**src/rtl/iob_vga_timing.sv**
```systemverilog
// Raster timing generator for the VGA path: pixel-enable divider, raw x/y counters,
// and a registered, blanked colour/sync stage that lags the counters by one pixel.
module iob_vga_timing #(
  parameter int CLK_DIV  = 4,
  parameter int H_ACTIVE = 640,
  parameter int H_FP     = 16,
  parameter int H_SYNC   = 96,
  parameter int H_BP     = 48,
  parameter int V_ACTIVE = 480,
  parameter int V_FP     = 10,
  parameter int V_SYNC   = 2,
  parameter int V_BP     = 33,
  parameter int SYNC_POL = 0
) (
  input  logic        clk,
  input  logic        rst,
  input  logic        en,
  output logic        pixel_tick,
  output logic [9:0]  pixel_x,
  output logic [9:0]  pixel_y,
  input  logic [11:0] rgb_in,
  output logic [11:0] rgb_out,
  output logic        hsync,
  output logic        vsync,
  output logic        video_on,
  output logic        frame_start
);

  localparam int H_TOTAL = H_ACTIVE + H_FP + H_SYNC + H_BP;
  localparam int V_TOTAL = V_ACTIVE + V_FP + V_SYNC + V_BP;
  localparam int DIV_W   = (CLK_DIV > 1) ? $clog2(CLK_DIV) : 1;

  localparam logic [DIV_W-1:0] DIV_LAST = DIV_W'(CLK_DIV - 1);
  localparam logic [9:0] H_LAST    = 10'(H_TOTAL - 1);
  localparam logic [9:0] V_LAST    = 10'(V_TOTAL - 1);
  localparam logic [9:0] H_ACT     = 10'(H_ACTIVE);
  localparam logic [9:0] V_ACT     = 10'(V_ACTIVE);
  localparam logic [9:0] HS_FIRST  = 10'(H_ACTIVE + H_FP);
  localparam logic [9:0] HS_LAST   = 10'(H_ACTIVE + H_FP + H_SYNC - 1);
  localparam logic [9:0] VS_FIRST  = 10'(V_ACTIVE + V_FP);
  localparam logic [9:0] VS_LAST   = 10'(V_ACTIVE + V_FP + V_SYNC - 1);
  localparam logic       SYNC_ON   = (SYNC_POL != 0);

  logic [DIV_W-1:0] div_cnt_q, div_cnt_d;
  logic [9:0]       x_q, x_d, y_q, y_d;
  logic             tick_q, tick_d;
  logic             fs_q, fs_d;
  logic             video_on_q, video_on_d;
  logic [11:0]      rgb_q, rgb_d;
  logic             hsync_q, hsync_d;
  logic             vsync_q, vsync_d;

  logic step;
  logic active_now;
  logic in_hsync;
  logic in_vsync;

  assign step       = en && (div_cnt_q == DIV_LAST);
  assign active_now = (x_q < H_ACT) && (y_q < V_ACT);
  assign in_hsync   = (x_q >= HS_FIRST) && (x_q <= HS_LAST);
  assign in_vsync   = (y_q >= VS_FIRST) && (y_q <= VS_LAST);

  always_comb begin
    div_cnt_d  = div_cnt_q;
    x_d        = x_q;
    y_d        = y_q;
    tick_d     = 1'b0;
    fs_d       = 1'b0;
    video_on_d = video_on_q;
    rgb_d      = rgb_q;
    hsync_d    = hsync_q;
    vsync_d    = vsync_q;

    if (en) begin
      div_cnt_d = step ? '0 : div_cnt_q + 1'b1;
    end

    if (step) begin
      tick_d = 1'b1;
      if (x_q == H_LAST) begin
        x_d = '0;
        if (y_q == V_LAST) begin
          y_d  = '0;
          fs_d = 1'b1;
        end else begin
          y_d = y_q + 10'd1;
        end
      end else begin
        x_d = x_q + 10'd1;
      end

      // Output stage samples the pixel being left, so it trails x/y by one pixel.
      video_on_d = active_now;
      rgb_d      = active_now ? rgb_in : 12'h000;
      hsync_d    = in_hsync ? SYNC_ON : ~SYNC_ON;
      vsync_d    = in_vsync ? SYNC_ON : ~SYNC_ON;
    end
  end

  always_ff @(posedge clk) begin
    if (rst) begin
      div_cnt_q  <= '0;
      x_q        <= '0;
      y_q        <= '0;
      tick_q     <= 1'b0;
      fs_q       <= 1'b0;
      video_on_q <= 1'b0;
      rgb_q      <= 12'h000;
      hsync_q    <= ~SYNC_ON;
      vsync_q    <= ~SYNC_ON;
    end else begin
      div_cnt_q  <= div_cnt_d;
      x_q        <= x_d;
      y_q        <= y_d;
      tick_q     <= tick_d;
      fs_q       <= fs_d;
      video_on_q <= video_on_d;
      rgb_q      <= rgb_d;
      hsync_q    <= hsync_d;
      vsync_q    <= vsync_d;
    end
  end

  assign pixel_tick  = tick_q;
  assign pixel_x     = x_q;
  assign pixel_y     = y_q;
  assign rgb_out     = rgb_q;
  assign hsync       = hsync_q;
  assign vsync       = vsync_q;
  assign video_on    = video_on_q;
  assign frame_start = fs_q;

endmodule

```
**config.mk**
```make
export PLATFORM = sky130hd
export DESIGN_NAME = iob_vga_timing
export DESIGN_NICKNAME = d
export VERILOG_FILES = /design/src/rtl/iob_vga_timing.sv
export SDC_FILE = /design/constraint.sdc
export NUM_CORES = 1
export LEC_CHECK = 0
export ABC_AREA = 1
export CAP_MARGIN = 5
export CORE_AREA = 2 2 89 91
export CTS_CLUSTER_SIZE = 14
export DETAILED_ROUTE_END_ITERATION = 16
export DIE_AREA = 0 0 91 93
export PLACE_DENSITY = 0.51
export SYNTH_ARGS = -nofsm -noshare
export SYNTH_HDL_FRONTEND = slang
export SYNTH_SLANG_ARGS = --single-unit
```
**constraint.sdc**
```tcl
create_clock -name clk -period 3.4 [get_ports clk]
set_clock_uncertainty 0.05 [all_clocks]
set_input_delay 0.68 -clock clk [delete_from_list [all_inputs] [get_ports clk]]
set_output_delay 0.68 -clock clk [all_outputs]
set_load 0.01 [all_outputs]
```
==> reports/qor.log <==
qor: worst_setup_path.critical_path_class input port to flop
qor: timing.clock.fmax 415 MHz
qor: worst_setup_path.setup.worst_path.end_class flop
qor: die.core_footprint 0.00753 mm²
qor: timing.min_period_over_period 70.8%
qor: global_routing.first_pass_grt_wire_length 7.51 mm
qor: clock_tree.post-cts-setup-buffers 0
qor: die.io-pin-count 52
qor: worst_setup_path.critical_path.max_fanout 14
qor: logic_synthesis.syn_avg_cell_area 7.13 µm²
qor: power.vdd_ir_drop_max 127 µV
qor: die.rows 32
qor: logic_synthesis.synthMostInstantiatedCell sky130_fd_sc_hd__nand2_1
qor: logic_synthesis.synthesis.yosys.warnings 0
qor: logic_synthesis.post_synth_main_area_contributors sky130_fd_sc_hd__dfxtp_1 (42%), sky130_fd_sc_hd__nand2_1 (13%), sky130_fd_sc_hd__nor2_1 (7.3%)
qor: global_routing.first_global_vias 1548
qor: clock_tree.cts_tree done
qor: worst_setup_path.worst-r2r-setup-slack 1.40 ns
qor: worst_setup_path.worst_ep_arrival_time 2.56 ns
qor: placed_design.dpl.hpwl 3.52 mm
qor: detailed_routing.postRouteAntennaNets 0
qor: timing.report.final.hold_viol_count 0
qor: cells_and_area.flow.area_growth_from_synthesis 39.6%
qor: global_routing.largest_net_degree_at_the_start_of_global_routing 15
qor: logic_synthesis.synth-seq-area-share 42.4%
qor: cells_and_area.fin_util 34.1%
qor: logic_synthesis.synth.cells.most_frequent sky130_fd_sc_hd__nand2_1 (63), sky130_fd_sc_hd__dfxtp_1 (39), sky130_fd_sc_hd__nor2_1 (36), sky130_fd_sc_hd__inv_1 (32), sky130_fd_sc_hd__nand3_1 (26)
qor: run_status.outcome completed
qor: min_path.worst_hold_path_type flop to flop
qor: logic_synthesis.ys_seq_elements 39
qor: cells_and_area.multiInputGateArea 905 µm²
qor: logic_synthesis.synthArstFlopShare 0%
qor: global_routing.leftover_overflow_at_the_end_of_global_routing 0
qor: placed_design.globalplace.congestion 0.814
qor: clock_tree.clk_pin_slew_worst_paths 0.08 ns
qor: die.initial_cell_density_of_the_core 24.5%
qor: logic_synthesis.synth_nets 278
qor: die.die-width 91 µm
qor: die.die_height 93 µm
qor: clock_tree.worstSkewPairLatency 0.30 ns
qor: cells_and_area.drive_gt1_share 5.13%
qor: global_routing.grt_usage 11.1%
qor: clock_tree.tritoncts.num_buffers 5
qor: flow_run.max_cap_viol_count 0
qor: global_routing.grt_antenna_before_repair 0
qor: logic_synthesis.synth-edff-count 0
qor: detailed_routing.route.final.wire_length 4.68 mm
qor: clock_tree.hold_buffers 0
qor: power.p_leak 1.12 nW
qor: timing.timing.slew.headroom 40.1%
qor: detailed_routing.firstDrtPassIters 4
qor: logic_synthesis.synth_area_leader_cell sky130_fd_sc_hd__dfxtp_1
qor: clock_tree.cts_max_level 2
qor: placed_design.total_placed_instance_area 0.00245 mm²
qor: clock_tree.cts-resized-gates 0
qor: timing.setup_viol_count_final 0
qor: timing.worstMarginPinSlew 0.895 ns
qor: die.design.die.area 0.00846 mm²
qor: cells_and_area.nFillCells 832
qor: detailed_routing.detail_route.wl_per_cell 11.3 µm
qor: clock_tree.clkSinkCount 39
qor: cells_and_area.final_nets 331
qor: timing.totalNegativeSetupSlack 0 ns
qor: logic_synthesis.synthDistinctLibCells 24
qor: detailed_routing.detailroute.via_count 1739
qor: power.power.density 361 mW/mm²
qor: detailed_routing.initialDrtViolationCount 55
qor: logic_synthesis.netlist_area 0.00184 mm²
qor: placed_design.port_buffers 51
qor: cells_and_area.finalInstanceArea 0.00257 mm²
qor: timing.layout_min_cycle_time 2.41 ns
qor: worst_setup_path.worst_setup_path_start_kind input port
qor: cells_and_area.num_antenna_cells 0
qor: logic_synthesis.synth_top_area_share 42.4%
qor: timing.final_max_slew_viol_count 0
qor: logic_synthesis.postSynthCellCount 258
qor: detailed_routing.drc 0
qor: logic_synthesis.ys_dominant_reg_cell sky130_fd_sc_hd__dfxtp_1
qor: clock_tree.root_buffer sky130_fd_sc_hd__clkbuf_8
qor: detailed_routing.route.detailed.vias_per_inst 4.20
qor: cells_and_area.regArea 781 µm²
qor: clock_tree.cts.path.max_buffers 2
qor: timing.grt_setup_unrepaired no
qor: worst_setup_path.worst-endpoint-required 3.55 ns
-- layer usage --
metal / global-route usage [%] / share of wire [%]
met5: 0 / 0
met4: 4.17 / 1.6
met3: 2.90 / 5.1
met2: 17.5 / 46
met1: 14.5 / 47
-- cells by family after synthesis --
family | count (synthesis) | synth area share (%)
buf+inv | 38 | 8.43
compound gates | 26 | 7.61
simple gates | 144 | 35.3
fa+ha+maj | 5 | 3.40
xor+xnor | 6 | 2.86
flops | 39 | 42.4
-- power by group --
part	total, mW	switching, mW	internal, mW
clock network	0.412	0.175	0.238
registers	0.466	0.00341	0.462
logic	0.0502	0.0232	0.0269
total	0.928	0.201	0.727
-- cell type report --
cell class / instances / area share [%]
multi-input cells: 181 / 35.2
flip-flops and latches: 39 / 30.4
repair buffers: 52 / 20.2
well taps: 102 / 4.97
inverters: 32 / 4.68
clock buffers: 6 / 3.21
clock inverters: 2 / 1.36
-- metrics by stage --
stage | power, mW | setup WS [ns] | instances | hold WS (ns)
after floorplan | 0.497 | 1.82 | 258 | 0.424
after global placement | 0.527 | 0.657 | 406 | 0.386
after detailed placement | 0.527 | 0.664 | 406 | 0.389
after CTS | 0.937 | 0.984 | 414 | 0.406
after global routing | 0.957 | 0.776 | 414 | 0.428
final | 0.928 | 0.991 | 414 | 0.403
-- sequential cells by signal (all words and copies together), names as in the netlist --
| signal | count |
|---|---|
| pixel_x | 10 |
| div_cnt_q | 2 |
| frame_start | 1 |
| hsync | 1 |
| rgb_out | 12 |
| video_on | 1 |
| vsync | 1 |
| pixel_y | 10 |
| pixel_tick | 1 |
-- final timing paths --
kind / startpoint / to / depth (start not counted)
worst max register to register: div_cnt_q[0]$_SDFFE_PP0P_ / hsync$_SDFFE_PP1N_ / 7
worst min register to register: rgb_out[11]$_SDFFE_PP0N_ / rgb_out[11]$_SDFFE_PP0N_ / 2
worst max-delay path: rst / hsync$_SDFFE_PP1N_ / 5
worst min-delay path: rgb_out[11]$_SDFFE_PP0N_ / rgb_out[11]$_SDFFE_PP0N_ / 2
-- worst max-delay path: stages --
cell                              delay, ns
sky130_fd_sc_hd__clkdlybuf4s50_1       0.67
sky130_fd_sc_hd__nor2_1                0.81
sky130_fd_sc_hd__inv_1                 0.21
sky130_fd_sc_hd__nor2_1                0.13
sky130_fd_sc_hd__nor2_1                0.05
-- layout by cell type, fill, tap and decap left out, types with 2 or more instances in the layout --
master	count
sky130_fd_sc_hd__a21oi_1	14
sky130_fd_sc_hd__clkbuf_8	6
sky130_fd_sc_hd__clkdlybuf4s50_1	51
sky130_fd_sc_hd__dfxtp_1	39
sky130_fd_sc_hd__ha_1	5
sky130_fd_sc_hd__inv_1	32
sky130_fd_sc_hd__nand2_1	63
sky130_fd_sc_hd__nand2_4	3
sky130_fd_sc_hd__nand3_1	26
sky130_fd_sc_hd__nand4_1	5
sky130_fd_sc_hd__nor2_1	36
sky130_fd_sc_hd__nor3_1	7
sky130_fd_sc_hd__o21ai_0	8
sky130_fd_sc_hd__o21bai_1	2
sky130_fd_sc_hd__xnor2_1	3
sky130_fd_sc_hd__xor2_1	3
No activity file was read; power rests on OpenSTA's default activity.
